<file path="config.mk">
export PLATFORM = sky130hd
export DESIGN_NAME = edge_detect_bank
export DESIGN_NICKNAME = d
export VERILOG_FILES = /design/src/rtl/edge_detect_bank.sv
export SDC_FILE = /design/constraint.sdc
export NUM_CORES = 1
export LEC_CHECK = 0
export BUFFER_PORTS_ARGS = -buffer_cell sky130_fd_sc_hd__buf_2
export CORE_ASPECT_RATIO = 0.8
export CORE_UTILIZATION = 55
export CTS_CLUSTER_SIZE = 24
export DETAILED_ROUTE_END_ITERATION = 6
export PLACE_DENSITY = 0.86
export SLEW_MARGIN = 20
export SYNTH_ARGS = -nofsm -noshare
export SYNTH_HDL_FRONTEND = slang
export SYNTH_SLANG_ARGS = --single-unit
</file>
<file path="constraint.sdc">
create_clock -name clk -period 4.5 [get_ports clk]
set_input_delay 0.9 -clock clk [delete_from_list [all_inputs] [get_ports clk]]
set_output_delay 0.9 -clock clk [all_outputs]
set_load 0.02 [all_outputs]
</file>
<file path="src/rtl/edge_detect_bank.sv">
// edge_detect_bank
//   Multi-channel edge detector for asynchronous board inputs (switches,
//   buttons, external strobes). Each channel is synchronised, debounced and
//   then edge-detected according to a shared mode. Every accepted edge gives
//   a registered one-cycle pulse and sets a sticky pending flag. A saturating
//   counter totals all pulses across all channels.
//
// Ports
//   clk         system clock, all logic on posedge
//   rst         asynchronous active-high reset
//   din         raw asynchronous channel inputs [CH]
//   mode        00 rising, 01 falling, 10 both edges, 11 detection disabled
//   clr         per-channel pending clear, sampled on clk [CH]
//   count_clr   clears the event counter, sampled on clk
//   pulse       registered one-cycle edge pulse per channel [CH]
//   pending     sticky per-channel event flag [CH]
//   any_pending OR of all pending flags
//   evt_count   saturating total of pulses across all channels [CNT_W]

module edge_detect_bank #(
    parameter int CH          = 8,
    parameter int SYNC_STAGES = 2,
    parameter int DB_CYCLES   = 4,
    parameter int CNT_W       = 8
) (
    input  logic             clk,
    input  logic             rst,
    input  logic [CH-1:0]    din,
    input  logic [1:0]       mode,
    input  logic [CH-1:0]    clr,
    input  logic             count_clr,
    output logic [CH-1:0]    pulse,
    output logic [CH-1:0]    pending,
    output logic             any_pending,
    output logic [CNT_W-1:0] evt_count
);

    typedef enum logic [1:0] {
        MODE_RISE = 2'b00,
        MODE_FALL = 2'b01,
        MODE_BOTH = 2'b10,
        MODE_OFF  = 2'b11
    } mode_e;

    localparam int              DB_W    = (DB_CYCLES > 1) ? $clog2(DB_CYCLES) : 1;
    localparam logic [DB_W-1:0] DB_LAST = DB_W'(DB_CYCLES - 1);
    localparam int              POP_W   = $clog2(CH + 1);
    // One spare bit above the wider operand so the sum can never wrap
    // before the saturation compare sees it.
    localparam int               SUM_W   = ((CNT_W > POP_W) ? CNT_W : POP_W) + 1;
    localparam logic [SUM_W-1:0] CNT_MAX = SUM_W'({CNT_W{1'b1}});

    logic [CH-1:0]    sync_pipe [SYNC_STAGES];
    logic [CH-1:0]    sync;
    logic [CH-1:0]    stable;
    logic [DB_W-1:0]  db_cnt [CH];
    logic [CH-1:0]    accept;
    logic [CH-1:0]    hit;
    logic [POP_W-1:0] hit_count;
    logic [SUM_W-1:0] count_sum;
    logic [CNT_W-1:0] count_next;

    // Synchroniser chain, one shift register per channel bit.
    always_ff @(posedge clk or posedge rst) begin
        if (rst) begin
            for (int s = 0; s < SYNC_STAGES; s++) begin
                sync_pipe[s] <= '0;
            end
        end else begin
            sync_pipe[0] <= din;
            for (int s = 1; s < SYNC_STAGES; s++) begin
                sync_pipe[s] <= sync_pipe[s-1];
            end
        end
    end

    assign sync = sync_pipe[SYNC_STAGES-1];

    // A channel accepts its new level on the edge where the differing level
    // has persisted for DB_CYCLES samples. Because the accepted level equals
    // sync, the direction of the edge is simply the value of sync.
    always_comb begin
        accept = '0;
        hit    = '0;
        for (int i = 0; i < CH; i++) begin
            accept[i] = (sync[i] != stable[i]) && (db_cnt[i] == DB_LAST);
        end
        case (mode)
            MODE_RISE: hit = accept & sync;
            MODE_FALL: hit = accept & ~sync;
            MODE_BOTH: hit = accept;
            default:   hit = '0;
        endcase
    end

    // count_clr drops the old total but still counts pulses landing on the
    // same edge, so no event is lost.
    always_comb begin
        hit_count = '0;
        for (int i = 0; i < CH; i++) begin
            hit_count = hit_count + POP_W'(hit[i]);
        end
        count_sum  = (count_clr ? SUM_W'(0) : SUM_W'(evt_count)) + SUM_W'(hit_count);
        count_next = (count_sum > CNT_MAX) ? {CNT_W{1'b1}} : count_sum[CNT_W-1:0];
    end

    // Debounce filter: any return to the stable level restarts the count.
    always_ff @(posedge clk or posedge rst) begin
        if (rst) begin
            stable <= '0;
            for (int i = 0; i < CH; i++) begin
                db_cnt[i] <= '0;
            end
        end else begin
            for (int i = 0; i < CH; i++) begin
                if (sync[i] == stable[i]) begin
                    db_cnt[i] <= '0;
                end else if (accept[i]) begin
                    stable[i] <= sync[i];
                    db_cnt[i] <= '0;
                end else begin
                    db_cnt[i] <= db_cnt[i] + DB_W'(1);
                end
            end
        end
    end

    // Registered outputs. A new event wins over a clear on the same edge.
    always_ff @(posedge clk or posedge rst) begin
        if (rst) begin
            pulse     <= '0;
            pending   <= '0;
            evt_count <= '0;
        end else begin
            pulse     <= hit;
            pending   <= (pending & ~clr) | hit;
            evt_count <= count_next;
        end
    end

    assign any_pending = |pending;

endmodule

</file>
==> impl_metrics.env, run 1 <==
export IMPL_initial_core_util_pct=59.3
export IMPL_ant_nets=0
export IMPL_ys_ff_latch=64
export IMPL_drv_slew=0
export IMPL_rows=22
export IMPL_critical_path_required_ns=4.72
export IMPL_insertion_delay_ns=0.33
export IMPL_fin_crit_ns=4.32
export IMPL_cts_buffer_depth=2
export IMPL_skew_ns=0.00461
export IMPL_p_leak_nw=1.78
export IMPL_drt_iter0_markers=75
export IMPL_netlist_area_um2=2820
export IMPL_fmax_mhz=232
export IMPL_slowest_stage="fa_1"
export IMPL_worstPathMaxFanout=6
export IMPL_final_hold_violation_count=0
export IMPL_portBuffers=45
export IMPL_critPathMaxStageDelay_ns=0.54
export IMPL_maxCapViolCount=0
export IMPL_crit_chain="buf_2 > xnor2_1 > o22ai_1 > and2_1 > fa_1 > inv_1 > fa_1 > fa_1 > fa_1 > fa_1 > nor2b_2 > o21a_1 > and4bb_1 > nor3_2"
export IMPL_first_global_vias=1940
export IMPL_worst_path_most_repeated_cell="fa_1"
export IMPL_finalWorstSetupSlack_ns=0.182
export IMPL_outcome="finished, final reports clean"
export IMPL_worstMarginPinSlew_ns=0.620
export IMPL_synth_xor_area_share_pct=2.79
export IMPL_syn_avg_cell_area_um2=12.4
export IMPL_vdd_drop_max_uv=306
export IMPL_end_kind="register"
export IMPL_synth_edf_count=0
export IMPL_cts_resized=0
export IMPL_fin_crit_sh_pct=95.9
export IMPL_cts_tree="yes"
export IMPL_final_nets=331
export IMPL_finalSetupViolations=0
export IMPL_dr_total_vias=1872
export IMPL_clkSinkCount=64
export IMPL_numCtsBuffers=9
export IMPL_design_core_area_um2=4760
export IMPL_synthFlopType="dfrtp_1"
export IMPL_setup_tns_final_ns=0
export IMPL_gr_total_overflow=0
export IMPL_antenna_found_initial=0
export IMPL_total_power_mw=1.63
export IMPL_ios=46
export IMPL_power_density_nw_per_um2=483
export IMPL_drt_wl_total_um=5340
export IMPL_first_pass_iters=4
export IMPL_synthSimpleGateAreaFrac_pct=16.4
export IMPL_routabilityCongestion=0.848
export IMPL_die_w_um=82.1
export IMPL_dp_slack_ns=-0.171
export IMPL_drc=0
export IMPL_critPathKind="input pin to register"
export IMPL_startpoint_type="input pin"
export IMPL_dp_hpwl_um=3950
export IMPL_diodes=0
export IMPL_ys_async_sr_fraction_pct=100
export IMPL_worstPathArrival_ns=4.54
export IMPL_synthMuxAreaShare_pct=3.55
export IMPL_synth_top_family_by_area="simple AND/OR/NAND/NOR gates"
export IMPL_layout_cells_non_filler=356
export IMPL_synthAdderAreaFrac_pct=9.75
export IMPL_grt_pass1_wl_um=9180
export IMPL_synth_compound_area_share_pct=7.93
export IMPL_hold_class="register to register"
export IMPL_rsz0062_at_grt="false"
export IMPL_clkTransAtPathRegs_ns=0.07
export IMPL_vias_per_cell=5.26
export IMPL_syn2layout_area_growth_pct=19.8
export IMPL_drive_above_1_share_pct=28.4
export IMPL_ys_seq_area_share_pct=56.7
export IMPL_yosys_warnings=0
export IMPL_wl_per_cell_um=15.0
export IMPL_fillCellCount=347
export IMPL_cts_root_buf="clkbuf_8"
export IMPL_slew_headroom_pct=58.6
export IMPL_dieArea_um2=5420
export IMPL_die_h_um=66.1
export IMPL_fin_util_pct=71.0
export IMPL_synth_cell_types=37
export IMPL_postCtsSetupBuffers=0
export IMPL_postCtsHoldBufs=0
export IMPL_synthesis_nets=268
export IMPL_track_usage_pct=24.2
export IMPL_netlist_instances=228
export IMPL_htree_levels=3
export IMPL_grt_start_max_net_pins=34
export IMPL_placed_cells=340
## worst paths after layout
check	startpoint	end	slack, ns	cells past startpoint
setup / recovery	mode[0]	evt_count[6]	0.18	14
hold reg to reg	sync_pipe[15]	sync[7]	0.35	0
hold / removal	sync_pipe[15]	sync[7]	0.35	0
min in group asynchronous	rst	sync_pipe[15]	0.64	2
setup reg to reg	stable[1]	evt_count[6]	0.53	13
max in group asynchronous	rst	evt_count[6]	3.02	3
## through the flow
step | hold slack (ns) | cell area [um^2]
after floorplan | 0.331 | 2830
after global placement | 0.332 | 3180
after detailed placement | 0.335 | 3180
after CTS | 0.351 | 3380
after global routing | 0.358 | 3380
final | 0.349 | 3380
## registers in the layout (all words and copies together) (netlist names)
signal     flops
pulse          8
sync           8
evt_count      8
db_cnt        16
pending        8
sync_pipe      8
stable         8
## critical path: cells and delay by family
| kind | cells | cell delay, ns |
|---|---|---|
| AOI/OAI and AO/OA | 2 | 0.29 |
| buffers and inverters | 2 | 0.22 |
| and+or+nand+nor | 4 | 0.64 |
| xor gates and xnor gates | 1 | 0.14 |
| adders and majority gates | 5 | 2.34 |
## power by group
| group | switching, mW | internal, mW | total (mW) | leakage (nW) |
|---|---|---|---|---|
| logic | 0.175 | 0.191 | 0.366 | 0.855 |
| registers | 0.0891 | 0.694 | 0.783 | 0.822 |
| clock network | 0.215 | 0.270 | 0.485 | 0.0993 |
## cell usage after synthesis, types with 2 or more instances
library cell	count	area (um^2)
and2b_1	5	37.5
nor3_1	10	50.1
a21o_1	3	22.5
ha_1	14	175
nor4_1	2	12.5
nor3b_1	7	52.6
and2_1	4	25.0
nand2_1	6	22.5
inv_1	19	71.3
o21ai_1	12	60.1
dfrtp_1	64	1600
xnor2_1	8	70.1
nand2b_1	12	75.1
fa_1	5	100
mux2_2	8	90.1
a21oi_1	9	45.0
buf_2	2	10.0
o21a_1	4	30.0
nor2b_1	10	62.6
nand3b_1	7	52.6
## layout make-up
class	instances	area (um^2)	share of cell area [%]
flip-flops and latches	64	1600	47.4
well taps	60	75.1	2.22
inverters	19	71.3	2.11
clock buffers	11	141	4.18
repair buffers	54	293	8.66
multi-input cells	143	1140	33.8
clock inverters	5	56.3	1.67
## cells in the final DEF, fill, tap and decap left out, types with 2 or more instances in the layout
| cell | n |
|---|---|
| dfrtp_1 | 64 |
| buf_2 | 45 |
| inv_1 | 18 |
| ha_1 | 14 |
| nand2b_1 | 12 |
| o21ai_1 | 12 |
| nor3_1 | 10 |
| clkbuf_8 | 10 |
| a21oi_1 | 9 |
| nor2b_1 | 9 |
| buf_4 | 9 |
| mux2_2 | 8 |
| xnor2_1 | 8 |
| nor3b_1 | 7 |
| nand3b_1 | 7 |
| nand2_1 | 6 |
| and2b_1 | 5 |
| fa_1 | 5 |
| and2_1 | 4 |
| o21a_1 | 4 |
| a21o_1 | 3 |
| nor4_1 | 2 |
| clkinv_2 | 2 |
## layer usage
| metal | vias to the layer above | routed length (um) | global-route usage (%) |
|---|---|---|---|
| met5 | - | 0 | 0 |
| met3 | 11 | 294 | 6.90 |
| met2 | 51 | 2460 | 36.9 |
| li1 | 902 | - | - |
| met1 | 908 | 2490 | 31.9 |
| met4 | 0 | 95 | 11.0 |
## cell families (layout without fill, tap and decap cells)
kind of cell / count (synthesis) / in the layout
and+or+nand+nor: 71 / 71
AOI/OAI and AO/OA: 35 / 35
adders and majority gates: 19 / 19
DFF: 64 / 64
xor gates and xnor gates: 9 / 9
buffers and inverters: 21 / 89
muxes: 9 / 9
(Power assumes the default switching activity.)
==> run 2, diff against run 1 <==
- clock period: 4.5 -> 5.5 ns (I/O delays scaled with it)
==> impl_metrics.env, run 2 (synthesis gave the netlist of run 1 again) <==
export IMPL_postCtsSetupBuffers=0
export IMPL_p_comb_share_pct=22.3
export IMPL_worstMarginPinSlew_ns=0.780
export IMPL_dr_total_vias=1869
export IMPL_p_seq_share_pct=47.8
export IMPL_diodes=0
export IMPL_clkSinkCount=64
export IMPL_slew_headroom_pct=48.0
export IMPL_drt_iter0_markers=64
export IMPL_netSwitchingFraction_pct=28.5
export IMPL_ios=46
export IMPL_die_w_um=82.1
export IMPL_vdd_drop_max_uv=286
export IMPL_final_nets=323
export IMPL_dp_hpwl_um=3520
export IMPL_dp_slack_ns=0.536
export IMPL_fin_crit_sh_pct=86.1
export IMPL_worstPathMaxFanout=10
export IMPL_startpoint_type="input pin"
export IMPL_fin_crit_ns=4.73
export IMPL_setup_tns_final_ns=0
export IMPL_maxCapViolCount=0
export IMPL_timing_rr_start="sync[1]"
export IMPL_cp_endpoint="evt_count[7]"
export IMPL_hold_class="register to register"
export IMPL_htree_levels=3
export IMPL_dieArea_um2=5420
export IMPL_portBuffers=45
export IMPL_vias_per_cell=5.37
export IMPL_cts_root_buf="clkbuf_8"
export IMPL_end_kind="register"
export IMPL_critical_path_required_ns=5.78
export IMPL_finalWorstSetupSlack_ns=0.766
export IMPL_insertion_delay_ns=0.34
export IMPL_worstPathArrival_ns=5.01
export IMPL_clkTransAtPathRegs_ns=0.06
export IMPL_wl_per_cell_um=14.5
export IMPL_drt_wl_total_um=5060
export IMPL_clock_power_share_pct=29.8
export IMPL_final_cell_area_um2=3320
export IMPL_intPower_uw=956
export IMPL_grt_pass1_wl_um=8590
export IMPL_placed_cells=332
export IMPL_first_global_vias=1826
export IMPL_grt_start_max_net_pins=65
export IMPL_drc=0
export IMPL_gr_total_overflow=0
export IMPL_syn2layout_area_growth_pct=17.6
export IMPL_layout_cells_non_filler=348
export IMPL_numCtsBuffers=9
export IMPL_holdPathStages=0
export IMPL_worstRegToRegCells=13
export IMPL_r2r_end="evt_count[7]"
export IMPL_place_area_um2=3120
export IMPL_regMostFlops="db_cnt"
export IMPL_cts_tree="yes"
export IMPL_p_sw_uw=382
export IMPL_largest_reg_flops=16
export IMPL_routabilityCongestion=0.815
export IMPL_outcome="finished, final reports clean"
export IMPL_design_core_area_um2=4760
export IMPL_cts_resized=0
export IMPL_antenna_found_initial=0
export IMPL_power_density_nw_per_um2=403
export IMPL_cts_buffer_depth=2
export IMPL_drive_above_1_share_pct=25.7
export IMPL_final_hold_violation_count=0
export IMPL_worst_path_most_repeated_cell="fa_1"
export IMPL_drv_slew=0
export IMPL_rows=22
export IMPL_die_h_um=66.1
export IMPL_critPathKind="input pin to register"
export IMPL_layout_common_cells="64 x dfrtp_1, 45 x buf_2, 18 x inv_1"
export IMPL_p_leak_nw=1.74
export IMPL_slowest_stage="fa_1"
export IMPL_crit_chain="buf_2 > xnor2_1 > o22ai_1 > and2_1 > fa_1 > inv_1 > fa_1 > fa_1 > fa_1 > fa_1 > nor2b_1 > o2111ai_2 > o211ai_2 > o31a_1"
export IMPL_track_usage_pct=22.3
export IMPL_critPathMaxStageDelay_ns=0.54
export IMPL_first_pass_iters=4
export IMPL_skew_ns=0.00893
export IMPL_initial_core_util_pct=59.3
export IMPL_postCtsHoldBufs=0
export IMPL_ant_nets=0
export IMPL_layout_commonest_cell="dfrtp_1"
export IMPL_startpoint="mode[0]"
export IMPL_fmax_mhz=211
export IMPL_rsz0062_at_grt="false"
export IMPL_worst_r2r_setup_slack_ns=1.34
export IMPL_finalSetupViolations=0
export IMPL_fillCellCount=355
[run 2: final cells by class]
cell class	count	area [um^2]	share of cell area [%]
clock buffer	13	159	4.79
inverter	19	71.3	2.15
sequential	64	1600	48.2
timing repair buffer	46	233	7.01
multi-input combinational	143	1140	34.3
clock inverter	3	40.0	1.21
tap	60	75.1	2.26
[run 2: worst min-delay path by stage]
stage / slack [ns] / start / end
after floorplan: 0.33 / sync_pipe[8] / sync[0]
after global placement: 0.33 / sync_pipe[12] / sync[4]
after detailed placement: 0.33 / sync_pipe[9] / sync[1]
after CTS: 0.34 / sync_pipe[9] / sync[1]
after global routing: 0.35 / sync_pipe[9] / sync[1]
final: 0.34 / sync_pipe[9] / sync[1]
[run 2: critical path, delay by kind of cell]
kind	cells	cell delay [ns]
and+or+nand+nor	2	0.47
buffers and inverters	2	0.27
AOI/OAI and AO/OA	4	0.65
xor gates and xnor gates	1	0.15
adders and majority gates	5	2.37
[run 2: layer usage]
layer | global-route usage [%] | up-vias | share of wire (%)
met5 | 0 | - | 0
met4 | 8.99 | 0 | 1.7
met3 | 8.00 | 11 | 5.8
met2 | 32.9 | 54 | 46
met1 | 30.0 | 917 | 46
li1 | - | 887 | -
[run 2: power groups by stage]
stage	clock network [mW]	registers, mW	logic, mW
after global placement	0	0.640	0.284
after floorplan	0	0.647	0.211
after CTS	0.410	0.640	0.303
after global routing	0.429	0.654	0.339
final	0.399	0.640	0.298
after detailed placement	0	0.647	0.299
[run 2: per-stage QoR]
| stage | hold slack [ns] | total power, mW | utilization, % |
|---|---|---|---|
| finish | 0.340 | 1.34 | 69.7 |
| global placement | 0.332 | 0.925 | 65.5 |
| floorplan | 0.331 | 0.858 | - |
| global route | 0.347 | 1.42 | 69.7 |
| CTS | 0.343 | 1.35 | 69.7 |
| detailed placement | 0.335 | 0.945 | 65.5 |
